==> src/rtl/dea_frame_sequencer_if.sv <==
// Bus bundle between the DEA frame sequencer, the UART byte handshakes and the
// three byte buffers (data, key, result).
interface dea_frame_sequencer_if #(
  parameter int ADDR_W = 7,
  parameter int KEY_W  = 2
);
  logic [7:0]        Rx_Data;
  logic              Rx_Ready;
  logic              Rx_Ack;
  logic              Tx_Busy;
  logic [7:0]        Tx_Data;
  logic              Tx_Send;
  logic [ADDR_W-1:0] Data_Addr;
  logic              Data_Wr;
  logic [7:0]        Data_RData;
  logic [KEY_W-1:0]  Key_Addr;
  logic              Key_Wr;
  logic [7:0]        Key_RData;
  logic [ADDR_W-1:0] Res_Addr;
  logic              Res_Wr;
  logic [7:0]        Res_WData;
  logic [7:0]        Res_RData;
  logic              Busy;
  logic              Done;
  logic              Error;
  logic [7:0]        Data_Len;

  modport master (
    input  Rx_Data, Rx_Ready, Tx_Busy, Data_RData, Key_RData, Res_RData,
    output Rx_Ack, Tx_Data, Tx_Send, Data_Addr, Data_Wr, Key_Addr, Key_Wr,
           Res_Addr, Res_Wr, Res_WData, Busy, Done, Error, Data_Len
  );

  modport slave (
    output Rx_Data, Rx_Ready, Tx_Busy, Data_RData, Key_RData, Res_RData,
    input  Rx_Ack, Tx_Data, Tx_Send, Data_Addr, Data_Wr, Key_Addr, Key_Wr,
           Res_Addr, Res_Wr, Res_WData, Busy, Done, Error, Data_Len
  );
endinterface

==> src/rtl/dea_frame_sequencer.sv <==
// Frame controller for the DEA XOR datapath: receives length/data/key bytes,
// XORs data with a cyclic key into the result buffer and returns the frame.
module dea_frame_sequencer #(
  parameter int MAX_DATA = 100,
  parameter int MAX_KEY  = 3,
  parameter int ADDR_W   = 7,
  parameter int KEY_W    = 2
) (
  input logic                   Clk_100M,
  input logic                   Reset,
  dea_frame_sequencer_if.master bus
);

  localparam logic [7:0] MAX_DATA_B = 8'(MAX_DATA);
  localparam logic [7:0] MAX_KEY_B  = 8'(MAX_KEY);

  typedef enum logic [3:0] {
    IDLE      = 4'd0,
    RX_DATA   = 4'd1,
    RX_KLEN   = 4'd2,
    RX_KEY    = 4'd3,
    ENC_INIT  = 4'd4,
    ENC_A     = 4'd5,
    ENC_B     = 4'd6,
    TXL_SEND  = 4'd7,
    TXL_HI    = 4'd8,
    TXL_LO    = 4'd9,
    TXD_FETCH = 4'd10,
    TXD_SEND  = 4'd11,
    TXD_HI    = 4'd12,
    TXD_LO    = 4'd13
  } state_t;

  state_t            state_r, stateNext_s;
  logic [7:0]        cnt_r, cnt_s;
  logic [7:0]        keyCnt_r, keyCnt_s;
  logic [7:0]        keyLen_r, keyLen_s;
  logic [7:0]        dataLen_r, dataLen_s;
  logic              rxAck_r, rxAck_s;
  logic              txSend_r, txSend_s;
  logic [7:0]        txData_r, txData_s;
  logic [ADDR_W-1:0] dataAddr_r, dataAddr_s;
  logic              dataWr_r, dataWr_s;
  logic [KEY_W-1:0]  keyAddr_r, keyAddr_s;
  logic              keyWr_r, keyWr_s;
  logic [ADDR_W-1:0] resAddr_r, resAddr_s;
  logic              resWr_r, resWr_s;
  logic [7:0]        resWData_r, resWData_s;
  logic              busy_r, busy_s;
  logic              done_r, done_s;
  logic              error_r, error_s;

  logic              rxState_s;
  logic              take_s;
  logic [7:0]        cntInc_s;
  logic [7:0]        keyNext_s;
  logic              lastData_s;
  logic              lastKey_s;

  // Next-state, counter and output-register values for the frame FSM
  always_comb begin
    stateNext_s = state_r;
    cnt_s       = cnt_r;
    keyCnt_s    = keyCnt_r;
    keyLen_s    = keyLen_r;
    dataLen_s   = dataLen_r;
    txData_s    = txData_r;
    dataAddr_s  = dataAddr_r;
    keyAddr_s   = keyAddr_r;
    resAddr_s   = resAddr_r;
    resWData_s  = resWData_r;
    txSend_s    = 1'b0;
    dataWr_s    = 1'b0;
    keyWr_s     = 1'b0;
    resWr_s     = 1'b0;
    done_s      = 1'b0;
    error_s     = 1'b0;

    rxState_s  = (state_r == IDLE) || (state_r == RX_DATA) ||
                 (state_r == RX_KLEN) || (state_r == RX_KEY);
    take_s     = rxState_s && bus.Rx_Ready && !rxAck_r;
    cntInc_s   = cnt_r + 8'd1;
    lastData_s = (cnt_r == (dataLen_r - 8'd1));
    lastKey_s  = (keyCnt_r == (keyLen_r - 8'd1));
    keyNext_s  = lastKey_s ? 8'd0 : (keyCnt_r + 8'd1);

    // Ack rises with the byte it acknowledges and drops once Ready is gone
    if (take_s) begin
      rxAck_s = 1'b1;
    end else if (rxAck_r && !bus.Rx_Ready) begin
      rxAck_s = 1'b0;
    end else begin
      rxAck_s = rxAck_r;
    end

    case (state_r)
      IDLE: begin
        if (take_s) begin
          if ((bus.Rx_Data == 8'd0) || (bus.Rx_Data > MAX_DATA_B)) begin
            error_s = 1'b1;
          end else begin
            dataLen_s   = bus.Rx_Data;
            cnt_s       = 8'd0;
            stateNext_s = RX_DATA;
          end
        end else begin
          stateNext_s = IDLE;
        end
      end
      RX_DATA: begin
        if (take_s) begin
          dataAddr_s = cnt_r[ADDR_W-1:0];
          dataWr_s   = 1'b1;
          if (lastData_s) begin
            cnt_s       = 8'd0;
            stateNext_s = RX_KLEN;
          end else begin
            cnt_s = cntInc_s;
          end
        end else begin
          stateNext_s = RX_DATA;
        end
      end
      RX_KLEN: begin
        if (take_s) begin
          if ((bus.Rx_Data == 8'd0) || (bus.Rx_Data > MAX_KEY_B)) begin
            error_s     = 1'b1;
            stateNext_s = IDLE;
          end else begin
            keyLen_s    = bus.Rx_Data;
            keyCnt_s    = 8'd0;
            stateNext_s = RX_KEY;
          end
        end else begin
          stateNext_s = RX_KLEN;
        end
      end
      RX_KEY: begin
        if (take_s) begin
          keyAddr_s = keyCnt_r[KEY_W-1:0];
          keyWr_s   = 1'b1;
          if (lastKey_s) begin
            stateNext_s = ENC_INIT;
          end else begin
            keyCnt_s = keyCnt_r + 8'd1;
          end
        end else begin
          stateNext_s = RX_KEY;
        end
      end
      // One spare cycle lets the last key write land before the first read
      ENC_INIT: begin
        cnt_s       = 8'd0;
        keyCnt_s    = 8'd0;
        dataAddr_s  = {ADDR_W{1'b0}};
        keyAddr_s   = {KEY_W{1'b0}};
        stateNext_s = ENC_A;
      end
      ENC_A: begin
        stateNext_s = ENC_B;
      end
      ENC_B: begin
        resWr_s    = 1'b1;
        resAddr_s  = cnt_r[ADDR_W-1:0];
        resWData_s = bus.Data_RData ^ bus.Key_RData;
        if (lastData_s) begin
          stateNext_s = TXL_SEND;
        end else begin
          cnt_s       = cntInc_s;
          keyCnt_s    = keyNext_s;
          dataAddr_s  = cntInc_s[ADDR_W-1:0];
          keyAddr_s   = keyNext_s[KEY_W-1:0];
          stateNext_s = ENC_A;
        end
      end
      TXL_SEND: begin
        if (!bus.Tx_Busy) begin
          txSend_s    = 1'b1;
          txData_s    = dataLen_r;
          stateNext_s = TXL_HI;
        end else begin
          stateNext_s = TXL_SEND;
        end
      end
      TXL_HI: begin
        if (bus.Tx_Busy) begin
          stateNext_s = TXL_LO;
        end else begin
          stateNext_s = TXL_HI;
        end
      end
      TXL_LO: begin
        if (!bus.Tx_Busy) begin
          cnt_s       = 8'd0;
          resAddr_s   = {ADDR_W{1'b0}};
          stateNext_s = TXD_FETCH;
        end else begin
          stateNext_s = TXL_LO;
        end
      end
      TXD_FETCH: begin
        stateNext_s = TXD_SEND;
      end
      TXD_SEND: begin
        if (!bus.Tx_Busy) begin
          txSend_s    = 1'b1;
          txData_s    = bus.Res_RData;
          stateNext_s = TXD_HI;
        end else begin
          stateNext_s = TXD_SEND;
        end
      end
      TXD_HI: begin
        if (bus.Tx_Busy) begin
          stateNext_s = TXD_LO;
        end else begin
          stateNext_s = TXD_HI;
        end
      end
      TXD_LO: begin
        if (!bus.Tx_Busy) begin
          if (lastData_s) begin
            done_s      = 1'b1;
            stateNext_s = IDLE;
          end else begin
            cnt_s       = cntInc_s;
            resAddr_s   = cntInc_s[ADDR_W-1:0];
            stateNext_s = TXD_FETCH;
          end
        end else begin
          stateNext_s = TXD_LO;
        end
      end
      default: begin
        stateNext_s = IDLE;
      end
    endcase

    busy_s = (stateNext_s != IDLE);
  end

  // FSM state register
  always_ff @(posedge Clk_100M or posedge Reset) begin
    if (Reset) begin
      state_r <= IDLE;
    end else begin
      state_r <= stateNext_s;
    end
  end

  // Counters and registered outputs
  always_ff @(posedge Clk_100M or posedge Reset) begin
    if (Reset) begin
      cnt_r      <= 8'd0;
      keyCnt_r   <= 8'd0;
      keyLen_r   <= 8'd0;
      dataLen_r  <= 8'd0;
      rxAck_r    <= 1'b0;
      txSend_r   <= 1'b0;
      txData_r   <= 8'd0;
      dataAddr_r <= {ADDR_W{1'b0}};
      dataWr_r   <= 1'b0;
      keyAddr_r  <= {KEY_W{1'b0}};
      keyWr_r    <= 1'b0;
      resAddr_r  <= {ADDR_W{1'b0}};
      resWr_r    <= 1'b0;
      resWData_r <= 8'd0;
      busy_r     <= 1'b0;
      done_r     <= 1'b0;
      error_r    <= 1'b0;
    end else begin
      cnt_r      <= cnt_s;
      keyCnt_r   <= keyCnt_s;
      keyLen_r   <= keyLen_s;
      dataLen_r  <= dataLen_s;
      rxAck_r    <= rxAck_s;
      txSend_r   <= txSend_s;
      txData_r   <= txData_s;
      dataAddr_r <= dataAddr_s;
      dataWr_r   <= dataWr_s;
      keyAddr_r  <= keyAddr_s;
      keyWr_r    <= keyWr_s;
      resAddr_r  <= resAddr_s;
      resWr_r    <= resWr_s;
      resWData_r <= resWData_s;
      busy_r     <= busy_s;
      done_r     <= done_s;
      error_r    <= error_s;
    end
  end

  assign bus.Rx_Ack    = rxAck_r;
  assign bus.Tx_Send   = txSend_r;
  assign bus.Tx_Data   = txData_r;
  assign bus.Data_Addr = dataAddr_r;
  assign bus.Data_Wr   = dataWr_r;
  assign bus.Key_Addr  = keyAddr_r;
  assign bus.Key_Wr    = keyWr_r;
  assign bus.Res_Addr  = resAddr_r;
  assign bus.Res_Wr    = resWr_r;
  assign bus.Res_WData = resWData_r;
  assign bus.Busy      = busy_r;
  assign bus.Done      = done_r;
  assign bus.Error     = error_r;
  assign bus.Data_Len  = dataLen_r;

endmodule

==> src/flat_wrapper.sv <==
// flat-port wrapper written by rule: the top's interface ports become plain ports
module dea_frame_sequencer_flat 
#(
  parameter int MAX_DATA = 100,
  parameter int MAX_KEY  = 3,
  parameter int ADDR_W   = 7,
  parameter int KEY_W    = 2
)
  (Clk_100M, Reset, bus_Rx_Data, bus_Rx_Ready, bus_Tx_Busy, bus_Data_RData, bus_Key_RData, bus_Res_RData, bus_Rx_Ack, bus_Tx_Data, bus_Tx_Send, bus_Data_Addr, bus_Data_Wr, bus_Key_Addr, bus_Key_Wr, bus_Res_Addr, bus_Res_Wr, bus_Res_WData, bus_Busy, bus_Done, bus_Error, bus_Data_Len);
  dea_frame_sequencer_if #(.ADDR_W(ADDR_W), .KEY_W(KEY_W)) bus_i ();
  input logic Clk_100M;
  input logic Reset;
  input wire logic [$bits(bus_i.Rx_Data)-1:0] bus_Rx_Data;
  input wire logic [$bits(bus_i.Rx_Ready)-1:0] bus_Rx_Ready;
  input wire logic [$bits(bus_i.Tx_Busy)-1:0] bus_Tx_Busy;
  input wire logic [$bits(bus_i.Data_RData)-1:0] bus_Data_RData;
  input wire logic [$bits(bus_i.Key_RData)-1:0] bus_Key_RData;
  input wire logic [$bits(bus_i.Res_RData)-1:0] bus_Res_RData;
  output wire logic [$bits(bus_i.Rx_Ack)-1:0] bus_Rx_Ack;
  output wire logic [$bits(bus_i.Tx_Data)-1:0] bus_Tx_Data;
  output wire logic [$bits(bus_i.Tx_Send)-1:0] bus_Tx_Send;
  output wire logic [$bits(bus_i.Data_Addr)-1:0] bus_Data_Addr;
  output wire logic [$bits(bus_i.Data_Wr)-1:0] bus_Data_Wr;
  output wire logic [$bits(bus_i.Key_Addr)-1:0] bus_Key_Addr;
  output wire logic [$bits(bus_i.Key_Wr)-1:0] bus_Key_Wr;
  output wire logic [$bits(bus_i.Res_Addr)-1:0] bus_Res_Addr;
  output wire logic [$bits(bus_i.Res_Wr)-1:0] bus_Res_Wr;
  output wire logic [$bits(bus_i.Res_WData)-1:0] bus_Res_WData;
  output wire logic [$bits(bus_i.Busy)-1:0] bus_Busy;
  output wire logic [$bits(bus_i.Done)-1:0] bus_Done;
  output wire logic [$bits(bus_i.Error)-1:0] bus_Error;
  output wire logic [$bits(bus_i.Data_Len)-1:0] bus_Data_Len;
  assign bus_i.Rx_Data = bus_Rx_Data;
  assign bus_i.Rx_Ready = bus_Rx_Ready;
  assign bus_i.Tx_Busy = bus_Tx_Busy;
  assign bus_i.Data_RData = bus_Data_RData;
  assign bus_i.Key_RData = bus_Key_RData;
  assign bus_i.Res_RData = bus_Res_RData;
  assign bus_Rx_Ack = bus_i.Rx_Ack;
  assign bus_Tx_Data = bus_i.Tx_Data;
  assign bus_Tx_Send = bus_i.Tx_Send;
  assign bus_Data_Addr = bus_i.Data_Addr;
  assign bus_Data_Wr = bus_i.Data_Wr;
  assign bus_Key_Addr = bus_i.Key_Addr;
  assign bus_Key_Wr = bus_i.Key_Wr;
  assign bus_Res_Addr = bus_i.Res_Addr;
  assign bus_Res_Wr = bus_i.Res_Wr;
  assign bus_Res_WData = bus_i.Res_WData;
  assign bus_Busy = bus_i.Busy;
  assign bus_Done = bus_i.Done;
  assign bus_Error = bus_i.Error;
  assign bus_Data_Len = bus_i.Data_Len;
  dea_frame_sequencer #(.MAX_DATA(MAX_DATA), .MAX_KEY(MAX_KEY), .ADDR_W(ADDR_W), .KEY_W(KEY_W)) u_core (.Clk_100M(Clk_100M), .Reset(Reset), .bus(bus_i));
endmodule
==> config.mk <==
export PLATFORM = sky130hd
export DESIGN_NAME = dea_frame_sequencer_flat
export DESIGN_NICKNAME = d
export VERILOG_FILES = /design/src/rtl/dea_frame_sequencer_if.sv /design/src/rtl/dea_frame_sequencer.sv /design/src/flat_wrapper.sv
export SDC_FILE = /design/constraint.sdc
export NUM_CORES = 1
export LEC_CHECK = 0
export ABC_CLOCK_PERIOD_IN_PS = 5700
export BUFFER_PORTS_ARGS = -buffer_cell sky130_fd_sc_hd__clkbuf_2
export CORE_MARGIN = 8
export CORE_UTILIZATION = 30
export CTS_BUF_LIST = sky130_fd_sc_hd__clkbuf_8
export DETAILED_ROUTE_END_ITERATION = 12
export HOLD_SLACK_MARGIN = 0.08
export PLACE_DENSITY = 0.52
export SLEW_MARGIN = 30
export SYNTH_ARGS = -nofsm -noshare
export SYNTH_HDL_FRONTEND = slang
export SYNTH_SLANG_ARGS = --single-unit
export TNS_END_PERCENT = 20
==> constraint.sdc <==
create_clock -name Clk_100M -period 5.7 [get_ports Clk_100M]
set_clock_uncertainty 0.05 [all_clocks]
set_input_delay 0.57 -clock Clk_100M [delete_from_list [all_inputs] [get_ports Clk_100M]]
set_output_delay 0.57 -clock Clk_100M [all_outputs]
set_load 0.01 [all_outputs]
# Word-level counts from Yosys, hierarchy flattened
# Index checks and enable logic that the tools add are counted.
# classes
add_sub_neg	4
n_eq_ne	28
n_lt_le_gt_ge	2
reduce_logical	29
n_mux	60
bitwise_logic	3
# op_table
operator	count
2-to-1 mux 8 bit	15
case mux 4 bit (14 select lines)	1
case mux 8 bit (6 select lines)	1
case mux 7 bit (3 select lines)	2
2-to-1 mux 4 bit	9
case mux 8 bit (4 select lines)	1
2-to-1 mux 7 bit	4
== test 4 bit (second input constant)	6
inequality test 2 bit (second input constant)	9
2-to-1 mux 1 bit	17
adder 8 x 1 -> 8 bit (second input constant)	2
== test 4 x 3 -> 1 bit (second input constant)	4
== test 8 bit	2
case mux 8 bit (2 select lines)	1
subtractor 8 x 1 -> 8 bit (second input constant)	2
AND reduction 3 bit	5
2-to-1 mux 2 bit	6
AND reduction 6 bit	2
nonzero test 3 bit	3
== test 4 x 2 -> 1 bit (second input constant)	2
> comparator 8 x 2 -> 1 bit (second input constant)	1
> comparator 8 x 7 -> 1 bit (second input constant)	1
zero test 8 bit	1
inequality test 2 x 1 -> 1 bit (second input constant)	4
15 further kinds	25
# word_totals
in_bits	36
out_inout_bits	48
regBits	76
word_cells	144

# Logic depth before layout (Yosys ltp)
# Gate-level depths: netlist of run 1.
# logic_depth
depth_word	9
ltp_mapped	12
ltp_nobuf	10

# Least setup slack after synthesis of run 1
# OpenSTA, ideal clock, no wires.
# synth_timing
path_type	register to register
from	register u_core.keyLen_r[0]
to	register u_core.busy_r (netlist: u_core.bus.Busy)
period_less_slack_ns	3.117
t_arrival_ns	2.929
setup_time_ns	0.139
required_ns	5.511
stages_incl_launch_ff	12
setup_slack_ns	2.583
n_path_buf	2
cell_sequence	dfrtp_1 -> clkbuf_2 -> inv_1 -> ha_1 -> buf_6 -> o21bai_1 -> a2111oi_2 -> a311oi_1 -> a2111oi_4 -> o2bb2ai_2 -> or4_4 -> or4_1
# synth_between
elab_chain_cells	6
# synth_lines
element	line_no	source
start, declared	dea_frame_sequencer.sv:37	logic [7:0] keyLen_r, keyLen_s;
start signal, assigned	dea_frame_sequencer.sv:274	keyLen_r <= keyLen_s;
subtractor 8 x 1 -> 8 bit	dea_frame_sequencer.sv:84	lastKey_s = (keyCnt_r == (keyLen_r - 8'd1));
== test 8 bit	dea_frame_sequencer.sv:84	
2-to-1 mux 4 bit	dea_frame_sequencer.sv:142	if (lastKey_s) begin
2-to-1 mux 4 bit	dea_frame_sequencer.sv:139	if (take_s) begin
case mux 4 bit (14 select lines)	dea_frame_sequencer.sv:96	case (state_r)
via u_core.stateNext_s[0]	dea_frame_sequencer.sv:34	state_t state_r, stateNext_s;
nonzero test 4 bit	dea_frame_sequencer.sv:239	busy_s = (stateNext_s != IDLE);
via u_core.busy_s	dea_frame_sequencer.sv:49	logic busy_r, busy_s;
end signal, assigned	dea_frame_sequencer.sv:286	busy_r <= busy_s;
end, declared	dea_frame_sequencer.sv:49	
# The timed path passes the listed nets, and every way through them passes these cells.
# A chain may end at the register's enable or synchronous reset.

# Final worst setup path of run 1
# layout_timing
from	register u_core.dataLen_r[0] (netlist: u_core.bus.Data_Len[0])
to	register u_core.resAddr_r[2] (netlist: u_core.bus.Res_Addr[2])
# layout_between
elab_chain_cells	4
# layout_lines
element	line_no	source
start, declared	dea_frame_sequencer.sv:38	logic [7:0] dataLen_r, dataLen_s;
start signal, assigned	dea_frame_sequencer.sv:275	dataLen_r <= dataLen_s;
subtractor 8 x 1 -> 8 bit	dea_frame_sequencer.sv:83	lastData_s = (cnt_r == (dataLen_r - 8'd1));
== test 8 bit	dea_frame_sequencer.sv:83	
inequality test 2 bit (no source line)	-	
AND reduction 4 bit (no source line)	-	
end signal, assigned	dea_frame_sequencer.sv:265	resAddr_r <= {ADDR_W{1'b0}};
end signal, assigned	dea_frame_sequencer.sv:283	resAddr_r <= resAddr_s;
end, declared	dea_frame_sequencer.sv:46	logic [ADDR_W-1:0] resAddr_r, resAddr_s;
# No other way between the ends.

==> reports/qor.csv, run 1 <==
metric,value,unit
yosys.area_share.xor_xnor,5.97,%
grt_overflow,0,
vias_per_cell,4.98,
required,5900,ps
reg2reg_from,u_core.bus.Data_Len[0],
cts_setup_buffers,0,
synth_edf_count,0,
clock_sinks,76,
max_cap_viol_count,0,
die_area,0.0182,mm2
hold_class,input pin to asynchronous set/reset pin,
crit_type,flop to flop,
cts_made_buffers,9,
synth_top_area_share,44.7,%
htreeDepth,3,
antenna_found_initial,0,
grt_pass1_wl,19800,um
critPathArrivalTime,3630,ps
synthMuxAreaShare,4.50,%
clk_pin_slew_worst_paths,80,ps
total_power,0.00207,W
detail-route-antenna-nets,0,
cts_resized,0,
start_kind,flop,
period_needed,3420,ps
p_clk_share,22.0,%
pwr-share-comb,36.2,%
synth_top_family_by_area,simple AND/OR/NAND/NOR gates,
cts_tree,yes,
fmax,0.292,GHz
io_pins,84,
vias,3645,
clk_path_buf_depth,2,
rrSetupSlack,2280,ps
synth_warnings,0,
p_seq_share,41.8,%
drtIter0Drc,234,
status,completed,
num_rows,43,
core_area,0.0139,mm2
vdd_drop_max,160,uV
die_w,135,um
p_int,0.00125,W
synth_fp_nets,516,
min_period_over_period,60.1,%
first_pass_iters,4,
worstSkewPairLatency,360,ps
dominantRegCellSynth,dfrtp_1,
ys_ff_latch,76,
grtUsageTotal,13.4,%
setup_violations,0,
grt_pass1_vias,3846,
hold_violations,0,
synth-async-reset-ratio,100,%
drc,0,
cts_root_buf,clkbuf_8,
r2r_cells,7,
nets,587,
synth_fa_ha_area_share,1.18,%
dp_hpwl,8650,um
ys_top_cells_by_area,"dfrtp_1 (45%), nand2_1 (5.0%), nor2_1 (4.1%)",
synth.largest_area_cell,dfrtp_1,
power_leakage,2.31,nW
power_density,412,mW/mm2
crit_fanout,13,
port_buffers,83,
regToRegEndpoint,u_core.bus.Res_Addr[2],
fin_setup_tns,0,ps
wire_per_inst,15.9,um
num_antenna_cells,0,
rsz0062_at_grt,false,
drv_slew,0,
hold_ws,300,ps
pre_cts_slack,2270,ps
area_growth,18.2,%
start_util,30.6,%
avgSynthCellArea,8.94,um2
die-height,135,um
gp_congestion,0.844,
worst_pin_slew,887,ps
syn_inst,476,
relSlewSlack,40.5,%
cts_hold_buf,0,
cp-end-kind,flop,
finalWirelength,11700,um
fin_ws,2280,ps
synth_cell_types,60,
synth_simple_gate_area_share,21.1,%
p_sw,0.000821,W
ys_seq_area_share,44.7,%
switching_share,39.6,%
syn_area,0.00425,mm2
drive_gt1_share,22.3,%
grt_max_degree,77,
synth_compound_area_share,18.3,%
-- critical path, cell delays in order, from the launching register on --
cell,delay (ps)
dfrtp_1,460
or4_1,580
nor4_1,280
a311oi_1,100
a211oi_2,690
a211oi_1,210
nor2_1,550
mux2_2,400
-- power by group through the flow --
stage	sequential, W	clock, W	combinational [W]
final	0.000867	0.000456	0.000750
after global routing	0.000898	0.000492	0.000850
after CTS	0.000869	0.000474	0.000760
after detailed placement	0.000879	0	0.000755
after global placement	0.000871	0	0.000750
after floorplan	0.000859	0	0.000482
-- kinds of logic after synthesis --
kind of cell    after synthesis
simple gates                187
compound gates              118
flops                        76
buf+inv                      44
xor+xnor                     29
mux                          18
fa+ha+maj                     4
-- area by class of cell --
class                           count  area (um2)
Clock buffer                        9         124
Clock inverter                      7        91.3
Fill cell                        1462        8850
Inverter                           20        76.3
Multi-Input combinational cell    356        2180
Sequential cell                    76        1900
Tap cell                          180         225
Timing Repair Buffer               84         427
-- stage by stage --
step	area (um2)	cells	util [%]
6_report	5030	732	36.2
3_5_place_dp	4810	716	34.6
2_1_floorplan	4250	476	-
5_1_grt	5030	732	36.2
3_3_place_gp	4800	716	34.6
4_1_cts	5020	732	36.2
-- registers in the layout, indices dropped and copies added, names as in the netlist --
| signal | flops |
|---|---|
| u_core.bus.Busy | 1 |
| u_core.bus.Data_Addr | 7 |
| u_core.bus.Data_Len | 8 |
| u_core.bus.Data_Wr | 1 |
| u_core.bus.Done | 1 |
| u_core.bus.Error | 1 |
| u_core.bus.Key_Addr | 2 |
| u_core.bus.Key_Wr | 1 |
| u_core.bus.Res_Addr | 7 |
| u_core.bus.Res_WData | 8 |
| u_core.bus.Res_Wr | 1 |
| u_core.bus.Rx_Ack | 1 |
| u_core.bus.Tx_Data | 8 |
| u_core.bus.Tx_Send | 1 |
| u_core.cnt_r | 8 |
| u_core.keyCnt_r | 8 |
| u_core.keyLen_r | 8 |
| u_core.state_r | 4 |
-- Yosys cell counts, types with 4 or more instances --
library cell	instances
mux2i_1	9
o21ai_0	33
and2_1	8
xor2_1	9
nand4_1	4
o211ai_1	4
nor3_1	16
nand3_1	12
o31ai_1	5
a21oi_1	32
nor4_1	5
o22ai_1	4
nor2_1	47
ha_1	4
clkbuf_1	20
dfrtp_1	76
or2_2	4
a31oi_1	5
nor2b_1	12
nand2_1	57
a22oi_1	4
nand2b_1	9
mux2_2	9
xnor2_1	20
and3_1	5
inv_1	19
-- layout by cell type, fill, tap and decap left out, types with 8 or more instances in the layout --
cell and n:
mux2i_1 9, inv_1 19, nor3_1 15, nor2b_1 12
xor2_1 9, clkbuf_2 83, nor2_1 47, nand2_1 57
and2_1 8, clkbuf_8 9, mux2_2 9, a21oi_1 32
xnor2_1 20, o21ai_0 33, dfrtp_1 76, nand3_1 12
nand2b_1 9
-- metal layers --
layer / vias up / part of all wire (%) / global-route usage [%]
li1: 1811 / - / -
met1: 1739 / 46 / 17.0
met2: 85 / 48 / 21.2
met3: 10 / 4.4 / 3.05
met4: 0 / 1.5 / 5.98
met5: - / 0 / 0
-- worst max path at each step --
| stage | slack [ps] | end | cells after the start | start |
|---|---|---|---|---|
| 6_report | 2280 | u_core.bus.Res_Addr[2] | 7 | u_core.bus.Data_Len[0] |
| 5_1_grt | 1930 | u_core.keyCnt_r[2] | 8 | u_core.bus.Data_Len[0] |
| 4_1_cts | 2260 | u_core.bus.Res_Addr[2] | 7 | u_core.bus.Data_Len[0] |
| 3_5_place_dp | 2270 | u_core.bus.Res_Addr[2] | 7 | u_core.bus.Data_Len[0] |
| 3_3_place_gp | 2310 | u_core.bus.Res_Addr[2] | 7 | u_core.bus.Data_Len[0] |
| 2_1_floorplan | 2580 | u_core.bus.Busy | 11 | u_core.keyLen_r[0] |
(Power assumes the default switching activity.)
==> run 2, diff against run 1 <==
- ABC_AREA: unset -> 1
- ABC_CLOCK_PERIOD_IN_PS: 5700 -> 3500
- PLACE_DENSITY: 0.52 -> 0.51
- clock period: 5.7 -> 3.5 ns (I/O delays scaled with it)
==> run 2 against run 1 <==
  * Fmax rose by 44%
  * Synthesized cell count increased by 31%
  * Clock power increased by 81%
  * Worst hold slack got worse by 140 ps
  * Clock-buffer cell count unchanged
  * Core utilization fell by 0.31 points
  * Register-to-register slack got worse by 1100 ps
  * Critical path type unchanged
  * Critical endpoint is now u_core.cnt_r[7]
  * Largest cell class unchanged
==> reports/qor.csv, run 2 <==
metric,value,unit
status,completed,
ys_top_cells_by_area,"dfrtp_1 (42%), nand2_1 (18%), nor2_1 (4.9%)",
syn_area,0.00456,mm2
pwr-share-comb,43.7,%
vias,4199,
power_density,709,mW/mm2
period_needed,2370,ps
pre_cts_slack,1140,ps
drv_slew,0,
p_sw,0.00170,W
port_buffers,83,
vdd_drop_max,235,uV
synth-async-reset-ratio,100,%
synth_warnings,0,
holdPathStages,3,
cts_root_buf,clkbuf_8,
nFillCells,1587,
syn_inst,622,
max_cap_viol_count,0,
cp-end-kind,flop,
finalWirelength,12800,um
fin_setup_tns,0,ps
grt_pass1_vias,4233,
final_cell_mix,"nand2_1 (218), clkbuf_2 (83), dfrtp_1 (76), nor2_1 (59), inv_1 (48)",
fmax,0.421,GHz
placed_area,0.00515,mm2
register_area,0.00190,mm2
multi_input_area,0.00231,mm2
critPathArrivalTime,2590,ps
switching_share,44.3,%
antenna_found_initial,0,
hold_class,input pin to flop,
path_common_cell,nand2_1,
regToRegEndpoint,u_core.cnt_r[7],
wire_per_inst,14.3,um
worst_pin_slew,652,ps
drive_gt1_share,22.3,%
rsz0062_at_grt,false,
worstSkewPairLatency,380,ps
met2_usage,23.2,%
gp_congestion,0.873,
postLayoutCoreUtil,35.9,%
grtUsageMet3,3.59,%
whs_endpoint,u_core.bus.Data_Len[4],
min_period_over_period,67.8,%
clock_sinks,76,
ys_ff_latch,76,
post-synth-top-count-cell,nand2_1,
fin_ws,1130,ps
hold_violations,0,
grt_max_degree,57,
first_pass_iters,5,
total_power,0.00383,W
dominantRegCellSynth,dfrtp_1,
ys_seq_area_share,41.7,%
die_area,0.0194,mm2
clk_pin_slew_worst_paths,90,ps
r2r_cells,16,
drc,0,
gr-usage-met1,16.3,%
cts_made_buffers,9,
slowest_stage,dfrtp_1,
grt_pass1_wl,21300,um
reg2reg_from,u_core.bus.Data_Len[0],
synth.largest_area_cell,dfrtp_1,
crit_fanout,13,
detail-route-antenna-nets,0,
htreeDepth,3,
die-height,139,um
worstHoldStart,bus_Rx_Data[4],
io_pins,84,
grtUsageTotal,13.6,%
slowest_delay,470,ps
cts_setup_buffers,0,
ys_top_cells_by_count,"nand2_1 (218), dfrtp_1 (76), nor2_1 (59), inv_1 (48), nand3_1 (36)",
area_growth,18.5,%
avgSynthCellArea,7.33,um2
drtIter0Drc,245,
grt_overflow,0,
synth_edf_count,0,
vias_per_cell,4.67,
p_clk_share,21.6,%
rrSetupSlack,1130,ps
p_int,0.00213,W
stdcell_area,0.00540,mm2
power_leakage,2.80,nW
dp_hpwl,9860,um
core_area,0.0150,mm2
setup_violations,0,
synth_fp_nets,662,
clk_path_buf_depth,2,
num_rows,45,
synth_cell_types,40,
synth_top_area_share,41.7,%
die_w,139,um
start_util,30.3,%
final_common_cell,nand2_1,
relSlewSlack,56.5,%
cts_tree,yes,
nets,747,
path_cells,inv_2 -> ha_1 -> inv_1 -> nand2_1 -> nand2_1 -> nand2_1 -> nor2_2 -> nand3_2 -> nor2_4 -> nand2_2 -> clkinv_2 -> nand2_2 -> nand2_2 -> inv_1 -> nand3_1 -> nand2_1,
crit_type,flop to flop,
start_kind,flop,
grt_busiest_layer,met2,
num_antenna_cells,0,
required,3720,ps
p_seq_share,34.7,%
[run 2: power groups by stage]
stage	logic, W	registers (W)	clock network [W]
floorplan	0.00116	0.00135	0
global placement	0.00168	0.00134	0
detailed placement	0.00168	0.00134	0
CTS	0.00169	0.00133	0.000858
global route	0.00190	0.00136	0.000883
finish	0.00167	0.00133	0.000827
[run 2: how the worst max path moves through the flow]
stage,startpoint,to,slack [ps],cells past startpoint
floorplan,Reset,u_core.bus.Busy,1160,1
global placement,u_core.bus.Data_Len[0],u_core.cnt_r[2],1140,16
detailed placement,u_core.bus.Data_Len[0],u_core.cnt_r[2],1140,16
CTS,u_core.bus.Data_Len[0],u_core.cnt_r[7],1150,16
global route,u_core.bus.Data_Len[0],u_core.cnt_r[0],890,16
finish,u_core.bus.Data_Len[0],u_core.cnt_r[7],1130,16
[run 2: cells by family (layout without fill, tap and decap cells)]
family / Yosys count / after routing / share of synthesized area (%)
AND/OR/NAND/NOR: 367 / 367 / 36.0
buffers and inverters: 82 / 172 / 7.47
flip-flops: 76 / 76 / 41.7
XOR/XNOR: 27 / 27 / 5.19
adder cells (fa/ha/maj): 4 / 4 / 1.10
AO/OA/AOI/OAI: 66 / 66 / 8.54
[run 2: timing repair]
action	CTS	global route
hold buffers	1	0
resized for setup	0	0
hold endpoints to repair	54	0
[run 2: critical path, delay by kind of cell, from the launching register on]
family        cells  cell delay (ps)
fa+ha+maj         1              320
buf+inv           4              390
flops             1              470
simple gates     11             1040
[run 2: per-stage QoR]
step | cells | hold slack, ps
2_1_floorplan | 622 | 421
3_3_place_gp | 883 | 417
3_5_place_dp | 883 | 380
4_1_cts | 900 | 139
5_1_grt | 900 | 161
6_report | 900 | 163
[run 2: area by class of cell]
class	instances	area share, %
clock buffers	9	2.29
clock inverters	7	2.15
inverters	70	4.98
multi-input cells	464	42.9
flip-flops and latches	76	35.2
well taps	188	4.35
repair buffers	86	8.15
[run 2: layer usage]
metal  wire length, um  share of wire (%)
met1              5900                 46
met2              6140                 48
met3               624                4.9
met4               174                1.4
met5                 0                  0
